**config.mk**
```make
export PLATFORM = sky130hd
export DESIGN_NAME = output_port_arbiter_rr
export DESIGN_NICKNAME = d
export VERILOG_FILES = /design/src/rtl/output_port_arbiter_rr_pkg.sv /design/src/rtl/output_port_arbiter_rr_fifo.sv /design/src/rtl/output_port_arbiter_rr.sv
export SDC_FILE = /design/constraint.sdc
export NUM_CORES = 1
export LEC_CHECK = 0
export ABC_AREA = 0
export BUFFER_PORTS_ARGS = -buffer_cell sky130_fd_sc_hd__buf_2
export CAP_MARGIN = 25
export CORE_MARGIN = 5
export CORE_UTILIZATION = 35
export DETAILED_ROUTE_END_ITERATION = 6
export PLACE_DENSITY = 0.49
export SYNTH_ARGS = -nofsm -noshare
export SYNTH_HDL_FRONTEND = slang
export SYNTH_SLANG_ARGS = --single-unit
```
**constraint.sdc**
```tcl
create_clock -name clk -period 5.8 [get_ports clk]
set_clock_uncertainty 0.1 [all_clocks]
set_input_delay 0 -clock clk [delete_from_list [all_inputs] [get_ports clk]]
set_output_delay 0 -clock clk [all_outputs]
set_load 0.02 [all_outputs]
```
**src/rtl/output_port_arbiter_rr_pkg.sv**
```systemverilog
// Shared definitions for the output port arbiter: port index constants,
// default widths and the packed-packet field layout used by the FIFOs.
// Optional single-edge bypass is enabled with the OPA_BYPASS_EN macro.
package output_port_arbiter_rr_pkg;

    typedef enum logic [2:0] {
        OPA_PORT_NORTH = 3'd0,
        OPA_PORT_SOUTH = 3'd1,
        OPA_PORT_EAST  = 3'd2,
        OPA_PORT_WEST  = 3'd3,
        OPA_PORT_CACHE = 3'd4
    } opa_port_e;

    localparam int OPA_DEF_NUM_INPUTS = 5;
    localparam int OPA_DEF_DEST_W     = 8;
    localparam int OPA_DEF_REQ_W      = 4;
    localparam int OPA_DEF_DATA_W     = 32;
    localparam int OPA_DEF_FIFO_DEPTH = 4;

    // Packed packet layout, LSB first: data | write | read | req | dest
    function automatic int opa_off_write(input int data_w);
        return data_w;
    endfunction

    function automatic int opa_off_read(input int data_w);
        return data_w + 1;
    endfunction

    function automatic int opa_off_req(input int data_w);
        return data_w + 2;
    endfunction

    function automatic int opa_off_dest(input int data_w, input int req_w);
        return data_w + 2 + req_w;
    endfunction

    function automatic int opa_pkt_w(input int dest_w, input int req_w, input int data_w);
        return dest_w + req_w + 2 + data_w;
    endfunction

endpackage

```
**src/rtl/output_port_arbiter_rr_fifo.sv**
```systemverilog
// opa_fifo: single-clock FIFO (falling-edge state updates, async active-high
// reset) with push/pop/full/empty/count. Same-cycle push and pop keep count.
module opa_fifo #(
    parameter int WIDTH = 8,
    parameter int DEPTH = 4
) (
    input  logic                     clk,
    input  logic                     reset,
    input  logic                     push,
    input  logic [WIDTH-1:0]         push_data,
    input  logic                     pop,
    output logic [WIDTH-1:0]         pop_data,
    output logic                     full,
    output logic                     empty,
    output logic [$clog2(DEPTH):0]   count
);
    localparam int PTR_W = $clog2(DEPTH);
    localparam int CNT_W = PTR_W + 1;

    logic [WIDTH-1:0] mem_q [DEPTH];
    logic [WIDTH-1:0] mem_d [DEPTH];
    logic [PTR_W-1:0] wr_ptr_q, wr_ptr_d;
    logic [PTR_W-1:0] rd_ptr_q, rd_ptr_d;
    logic [CNT_W-1:0] count_q, count_d;

    assign full     = (count_q == CNT_W'(DEPTH));
    assign empty    = (count_q == '0);
    assign count    = count_q;
    assign pop_data = mem_q[rd_ptr_q];

    // Next-state for storage, pointers (natural wrap) and occupancy
    always_comb begin
        mem_d    = mem_q;
        wr_ptr_d = wr_ptr_q;
        rd_ptr_d = rd_ptr_q;
        if (push) begin
            mem_d[wr_ptr_q] = push_data;
            wr_ptr_d        = wr_ptr_q + 1'b1;
        end
        if (pop) begin
            rd_ptr_d = rd_ptr_q + 1'b1;
        end
        count_d = count_q + {{PTR_W{1'b0}}, push} - {{PTR_W{1'b0}}, pop};
    end

    // Storage array carries no reset; validity is tracked by the pointers
    always_ff @(negedge clk) begin
        mem_q <= mem_d;
    end

    // Pointer and count registers
    always_ff @(negedge clk or posedge reset) begin
        if (reset) begin
            wr_ptr_q <= '0;
            rd_ptr_q <= '0;
            count_q  <= '0;
        end else begin
            wr_ptr_q <= wr_ptr_d;
            rd_ptr_q <= rd_ptr_d;
            count_q  <= count_d;
        end
    end

endmodule

```
**src/rtl/output_port_arbiter_rr.sv**
```systemverilog
// Round-robin output port arbiter: one FIFO per input, fair search from
// rr_ptr, registered output with back-pressure. Falling-edge state updates.
// Define OPA_BYPASS_EN to let an empty-FIFO input go straight to the output.
module output_port_arbiter_rr
    import output_port_arbiter_rr_pkg::*;
#(
    parameter int NUM_INPUTS = OPA_DEF_NUM_INPUTS,
    parameter int DEST_W     = OPA_DEF_DEST_W,
    parameter int REQ_W      = OPA_DEF_REQ_W,
    parameter int DATA_W     = OPA_DEF_DATA_W,
    parameter int FIFO_DEPTH = OPA_DEF_FIFO_DEPTH,
    parameter int SRC_W      = $clog2(NUM_INPUTS)
) (
    input  logic                         clk,
    input  logic                         reset,
    input  logic [NUM_INPUTS-1:0]        in_valid,
    output logic [NUM_INPUTS-1:0]        in_ready,
    input  logic [NUM_INPUTS*DEST_W-1:0] in_dest,
    input  logic [NUM_INPUTS*REQ_W-1:0]  in_req,
    input  logic [NUM_INPUTS-1:0]        in_read,
    input  logic [NUM_INPUTS-1:0]        in_write,
    input  logic [NUM_INPUTS*DATA_W-1:0] in_data,
    output logic                         out_valid,
    input  logic                         out_ready,
    output logic [DEST_W-1:0]            out_dest,
    output logic [REQ_W-1:0]             out_req,
    output logic [DATA_W-1:0]            out_data,
    output logic                         out_read,
    output logic                         out_write,
    output logic [SRC_W-1:0]             out_src,
    output logic [NUM_INPUTS-1:0]        fifo_full
);
    localparam int PKT_W    = opa_pkt_w(DEST_W, REQ_W, DATA_W);
    localparam int OFF_WR   = opa_off_write(DATA_W);
    localparam int OFF_RD   = opa_off_read(DATA_W);
    localparam int OFF_REQ  = opa_off_req(DATA_W);
    localparam int OFF_DEST = opa_off_dest(DATA_W, REQ_W);
    localparam int CNT_W    = $clog2(FIFO_DEPTH) + 1;

    logic [PKT_W-1:0]      in_pkt       [NUM_INPUTS];
    logic [PKT_W-1:0]      fifo_rd_data [NUM_INPUTS];
    logic [CNT_W-1:0]      fifo_count   [NUM_INPUTS];
    logic [NUM_INPUTS-1:0] fifo_push, fifo_pop, fifo_empty, bypass_take, eligible;

    logic                  found, load, take;
    logic [SRC_W-1:0]      grant, cand;
    logic [SRC_W:0]        cand_sum;
    logic [PKT_W-1:0]      grant_pkt;

    logic                  out_valid_q, out_valid_d;
    logic                  out_read_q, out_read_d;
    logic                  out_write_q, out_write_d;
    logic [DEST_W-1:0]     out_dest_q, out_dest_d;
    logic [REQ_W-1:0]      out_req_q, out_req_d;
    logic [DATA_W-1:0]     out_data_q, out_data_d;
    logic [SRC_W-1:0]      out_src_q, out_src_d;
    logic [SRC_W-1:0]      rr_ptr_q, rr_ptr_d;

    generate
        for (genvar gi = 0; gi < NUM_INPUTS; gi++) begin : g_in
            assign in_pkt[gi] = {in_dest[gi*DEST_W +: DEST_W], in_req[gi*REQ_W +: REQ_W],
                                 in_read[gi], in_write[gi], in_data[gi*DATA_W +: DATA_W]};

            opa_fifo #(
                .WIDTH (PKT_W),
                .DEPTH (FIFO_DEPTH)
            ) u_fifo (
                .clk       (clk),
                .reset     (reset),
                .push      (fifo_push[gi]),
                .push_data (in_pkt[gi]),
                .pop       (fifo_pop[gi]),
                .pop_data  (fifo_rd_data[gi]),
                .full      (fifo_full[gi]),
                .empty     (fifo_empty[gi]),
                .count     (fifo_count[gi])
            );

            // Occupancy and empty flag must always agree
            always_comb begin
                assert (fifo_empty[gi] == (fifo_count[gi] == '0));
            end
        end
    endgenerate

    assign in_ready  = reset ? '0 : ~fifo_full;
    assign out_valid = out_valid_q;
    assign out_read  = out_read_q;
    assign out_write = out_write_q;
    assign out_dest  = out_dest_q;
    assign out_req   = out_req_q;
    assign out_data  = out_data_q;
    assign out_src   = out_src_q;

    // Inputs eligible for the round-robin search
    always_comb begin
        eligible = ~fifo_empty;
`ifdef OPA_BYPASS_EN
        eligible = eligible | (fifo_empty & in_valid);
`endif
    end

    // First eligible input at or after rr_ptr, modulo NUM_INPUTS
    always_comb begin
        found    = 1'b0;
        grant    = '0;
        cand_sum = '0;
        cand     = '0;
        for (int unsigned off = 0; off < NUM_INPUTS; off++) begin
            cand_sum = {1'b0, rr_ptr_q} + (SRC_W+1)'(off);
            if (cand_sum >= (SRC_W+1)'(NUM_INPUTS)) begin
                cand_sum = cand_sum - (SRC_W+1)'(NUM_INPUTS);
            end
            cand = cand_sum[SRC_W-1:0];
            if (!found && eligible[cand]) begin
                found = 1'b1;
                grant = cand;
            end
        end
    end

    // Pop/push/bypass steering and output register next-state
    always_comb begin
        load        = !out_valid_q || out_ready;
        take        = load && found;
        grant_pkt   = fifo_rd_data[grant];
        fifo_pop    = '0;
        bypass_take = '0;
        if (take) begin
`ifdef OPA_BYPASS_EN
            if (fifo_empty[grant]) begin
                bypass_take[grant] = 1'b1;
                grant_pkt          = in_pkt[grant];
            end else begin
                fifo_pop[grant] = 1'b1;
            end
`else
            fifo_pop[grant] = 1'b1;
`endif
        end
        fifo_push = in_valid & in_ready & ~bypass_take;

        out_valid_d = out_valid_q;
        out_read_d  = out_read_q;
        out_write_d = out_write_q;
        out_dest_d  = out_dest_q;
        out_req_d   = out_req_q;
        out_data_d  = out_data_q;
        out_src_d   = out_src_q;
        rr_ptr_d    = rr_ptr_q;
        if (load) begin
            out_valid_d = found;
            if (found) begin
                out_data_d  = grant_pkt[DATA_W-1:0];
                out_write_d = grant_pkt[OFF_WR];
                out_read_d  = grant_pkt[OFF_RD];
                out_req_d   = grant_pkt[OFF_REQ +: REQ_W];
                out_dest_d  = grant_pkt[OFF_DEST +: DEST_W];
                out_src_d   = grant;
                rr_ptr_d    = (grant == SRC_W'(NUM_INPUTS-1)) ? '0 : grant + 1'b1;
            end
        end
    end

    // Output register and round-robin pointer
    always_ff @(negedge clk or posedge reset) begin
        if (reset) begin
            out_valid_q <= 1'b0;
            out_read_q  <= 1'b0;
            out_write_q <= 1'b0;
            out_dest_q  <= '0;
            out_req_q   <= '0;
            out_data_q  <= '0;
            out_src_q   <= '0;
            rr_ptr_q    <= '0;
        end else begin
            out_valid_q <= out_valid_d;
            out_read_q  <= out_read_d;
            out_write_q <= out_write_d;
            out_dest_q  <= out_dest_d;
            out_req_q   <= out_req_d;
            out_data_q  <= out_data_d;
            out_src_q   <= out_src_d;
            rr_ptr_q    <= rr_ptr_d;
        end
    end

endmodule

```
==> results.tsv <==
stage	metric	value	unit
min_path	Min-Delay Path Class	reg2reg	
clock_tree	post-CTS resize count	0	
synth	Synth Area per Inst	19.63	µm²
min_path	Cells on Worst Hold Path	1	
place	GPL Wtd Cong	0.8267	
sta	period utilisation layout	0.9481	
setup_path	crit end category	register	
clock_tree	Max Root-Sink Buffers	3	
layout	final net count	3600	
synth	yosys warns	0	
clock_tree	TritonCTS clock tree	done	
drt	wire per inst	23.19	µm
place	Port Buffers	297	
sta	Hold Fails Final Rpt	0	
setup_path	worst-case reg-to-reg path depth	19	
synth	Synth cell types	82	
place	hpwl dp	74290	µm
pwr	Int Pwr	0.01964	W
synth	Post-synth top cells	edfxtp_1 (920), mux4_2 (230), nand2_1 (109), nor2_1 (107), dfrtn_1 (88)	
synth	Yosys reg bits	1008	
pwr	switching component of the power	0.01453	W
synth	top-count cell post-synth	edfxtp_1	
floorplanning	Core ar.	0.1142	mm²
setup_path	crit path DAT	8.77	ns
floorplanning	Die Y	349.0	µm
sta	RSZ-0062 raised after global routing	no	
sta	Fmax	181.9	MHz
sta	min Tclk post-route	5.499	ns
clock_tree	total CTS buffers	110	
floorplanning	die width	349.0	µm
sta	hold_ws	0.3250	ns
outcome	status	complete, no violations	
synth	EDFF count, synth	920	
clock_tree	Post-CTS Setup Bufs	0	
floorplanning	die area	0.1218	mm²
clock_tree	clock tree root buffer cell	clkbuf_16	
sta	Worst-Margin Slew	0.9548	ns
pwr	leakage	21.15	nW
synth	Netlist Area Pre-Place	0.04022	mm²
setup_path	CP Data Required Time	9.07	ns
layout	# fillers	10500	
place	dpl cell area	0.04384	mm²
synth	post-synthesis async set-or-reset flop share	0.08730	
layout	Final Instance Area	0.05122	mm²
global_route	initial antenna violation count	81	
drt	Residual DRC	0	
floorplanning	I/O Pins	298	
drt	routed vias	24670	
synth	cell count after synthesis	2049	
synth	Net Count, Synth	2332	
synth	Seq/Total Area, Yosys	0.7417	
pwr	Comb pwr share	0.431	
clock_tree	H-tree depth	3	
floorplanning	FP Rows	124	
drt	Routed Antenna Nets	0	
global_route	number of global-route vias before repair	26520	
pwr	total power	0.03416	W
layout	Layout Area Growth over Synthesis	27.36	%
setup_path	Crit Path Category	reg2reg	
drt	initial DRC count	1756	
clock_tree	clk_lat worst skew	0.70	ns
setup_path	crit path launch type	register	
pwr	Cell Pwr Density	667.0	mW/mm²
clock_tree	clock sink count	1008	
global_route	pin count of the biggest net entering global routing	95	
global_route	GR Util All Layers	0.1869	
pwr	Worst VDD drop	1428	µV
layout	post-layout util	0.4486	
sta	endpoints failing setup	0	
synth	Synth top area share	0.6869	
drt	final WL	114800	µm
job	Max-cap violations	0	
floorplanning	starting density of the core	0.3522	
synth	area leader, netlist	edfxtp_1	
sta	setup TNS	0	ns
setup_path	CP Max Fanout	11	
synth	ranking of synthesized cells by area	edfxtp_1 (69%), mux4_2 (13%), dfrtn_1 (5.5%), ha_1 (1.2%), o211a_1 (1.1%)	
synth	ys flop type	edfxtp_1	
layout	layout cell share with drive strength beyond 1	0.2394	
drt	TritonRoute pass-1 iters	5	
sta	Rel. slew slack	0.3635	
pwr	clock power share	0.285	
pwr	Sw Ratio	0.4252	
global_route	first-pass GRT wire length	167200	µm
clock_tree	CTS Hold Bufs	0	
clock_tree	Worst-path clk slew	0.05	ns
drt	DR vias/cell	4.984	
pwr	Seq pwr share	0.284	
global_route	GRT overflow	0	
sta	Slew Viols, Final	0	
## power groups by stage
stage	combinational (W)	clock, W	sequential (W)
after detailed placement	0.0149	0.000938	0.00982
final	0.0147	0.00972	0.00971
after global routing	0.0159	0.0109	0.00979
after global placement	0.0148	0.000938	0.00978
after CTS	0.0149	0.0100	0.00974
after floorplan	0.00970	0.000938	0.00978
## flip-flops by register name, indices dropped and copies added (netlist names)
register,count
out_data,32
out_req,4
g_in.u_fifo.mem_q,920
out_valid,1
out_src,3
out_dest,8
out_write,1
rr_ptr_q,3
g_in.u_fifo.wr_ptr_q,10
g_in.u_fifo.rd_ptr_q,10
g_in.u_fifo.count,15
out_read,1
## stage by stage
stage          setup slack, ns  cells
2_1_floorplan           0.6163   2049
3_3_place_gp            0.3971   3798
3_5_place_dp            0.2285   3798
4_1_cts                 0.2136   4921
5_1_grt                0.05094   4930
6_report                0.3012   4949
## final cells by class
cell class | instances | area (µm²) | share of cell area
repair buffers | 355 | 2247 | 0.04387
well taps | 1512 | 1892 | 0.03693
clock buffers | 134 | 3124 | 0.06100
flip-flops and latches | 1008 | 29830 | 0.5824
inverters | 43 | 168.9 | 0.003298
multi-input cells | 879 | 9703 | 0.1894
diodes | 28 | 70.07 | 0.001368
clock inverters | 990 | 4187 | 0.08174
## kinds of logic (layout without fill, tap and decap cells)
family / after synthesis / after routing / share of synthesized area
flip-flops: 1008 / 1008 / 0.7417
XOR/XNOR: 28 / 28 / 0.006284
multiplexers: 236 / 236 / 0.1304
AND/OR/NAND/NOR: 311 / 311 / 0.03590
other: 0 / 28 / 0
buffers and inverters: 162 / 1522 / 0.01904
adder cells (fa/ha/maj): 45 / 45 / 0.01512
AO/OA/AOI/OAI: 259 / 259 / 0.05158
## critical path, cell delays in order, from the launching register on
cell and delay [ns]:
dfrtn_1 0.61, inv_1 0.23, ha_1 0.25, ha_1 0.41
a21oi_1 0.26, mux2_2 0.38, nor4_1 0.37, or2_1 0.36
nor2_1 0.12, o32a_2 0.42, nor2_2 0.21, inv_2 0.11
nor3_2 0.33, ha_1 0.29, inv_1 0.06, ha_1 0.13
inv_1 0.05, fa_1 0.37, xnor2_1 0.14, xnor2_1 0.13
## path summary, 6_finish.rpt
| path | from | end | slack [ns] |
|---|---|---|---|
| max | rr_ptr_q[1] | g_in[1].u_fifo.count[2] | 0.30 |
| max reg2reg | rr_ptr_q[1] | g_in[1].u_fifo.count[2] | 0.30 |
| min reg2reg | g_in[0].u_fifo.rd_ptr_q[1] | g_in[0].u_fifo.rd_ptr_q[1] | 0.33 |
| min in group asynchronous | reset | g_in[4].u_fifo.wr_ptr_q[1] | 2.24 |
| min | g_in[0].u_fifo.rd_ptr_q[1] | g_in[0].u_fifo.rd_ptr_q[1] | 0.33 |
| max in group asynchronous | reset | out_dest[3] | 2.45 |
## routing by layer
metal / up-vias / GRT usage / wire length (µm)
met5: - / 0 / 317
met4: 46 / 0.07399 / 2632
met3: 236 / 0.07505 / 9906
met2: 773 / 0.2868 / 54230
met1: 12660 / 0.2387 / 47700
li1: 10960 / - / -
## cells in the final DEF (no fill, tap or decap), types with 7 or more instances in the layout
master,instances
nor3_1,8
clkbuf_16,119
nand2b_1,7
mux4_2,230
clkinvlp_2,14
o211ai_1,46
a21oi_1,11
edfxtp_1,920
o211a_1,46
nor2_1,107
o21ai_1,28
ha_1,39
o21ai_0,27
clkbuf_8,9
xnor2_1,17
buf_12,26
nand3_1,8
a32oi_1,45
dfrtn_1,88
inv_1,977
and3_4,8
xor2_1,10
buf_4,32
buf_2,297
nand2_1,109
and3_2,13
diode_2,28
bufinv_16,14
No activity file was read; power rests on OpenSTA's default activity.
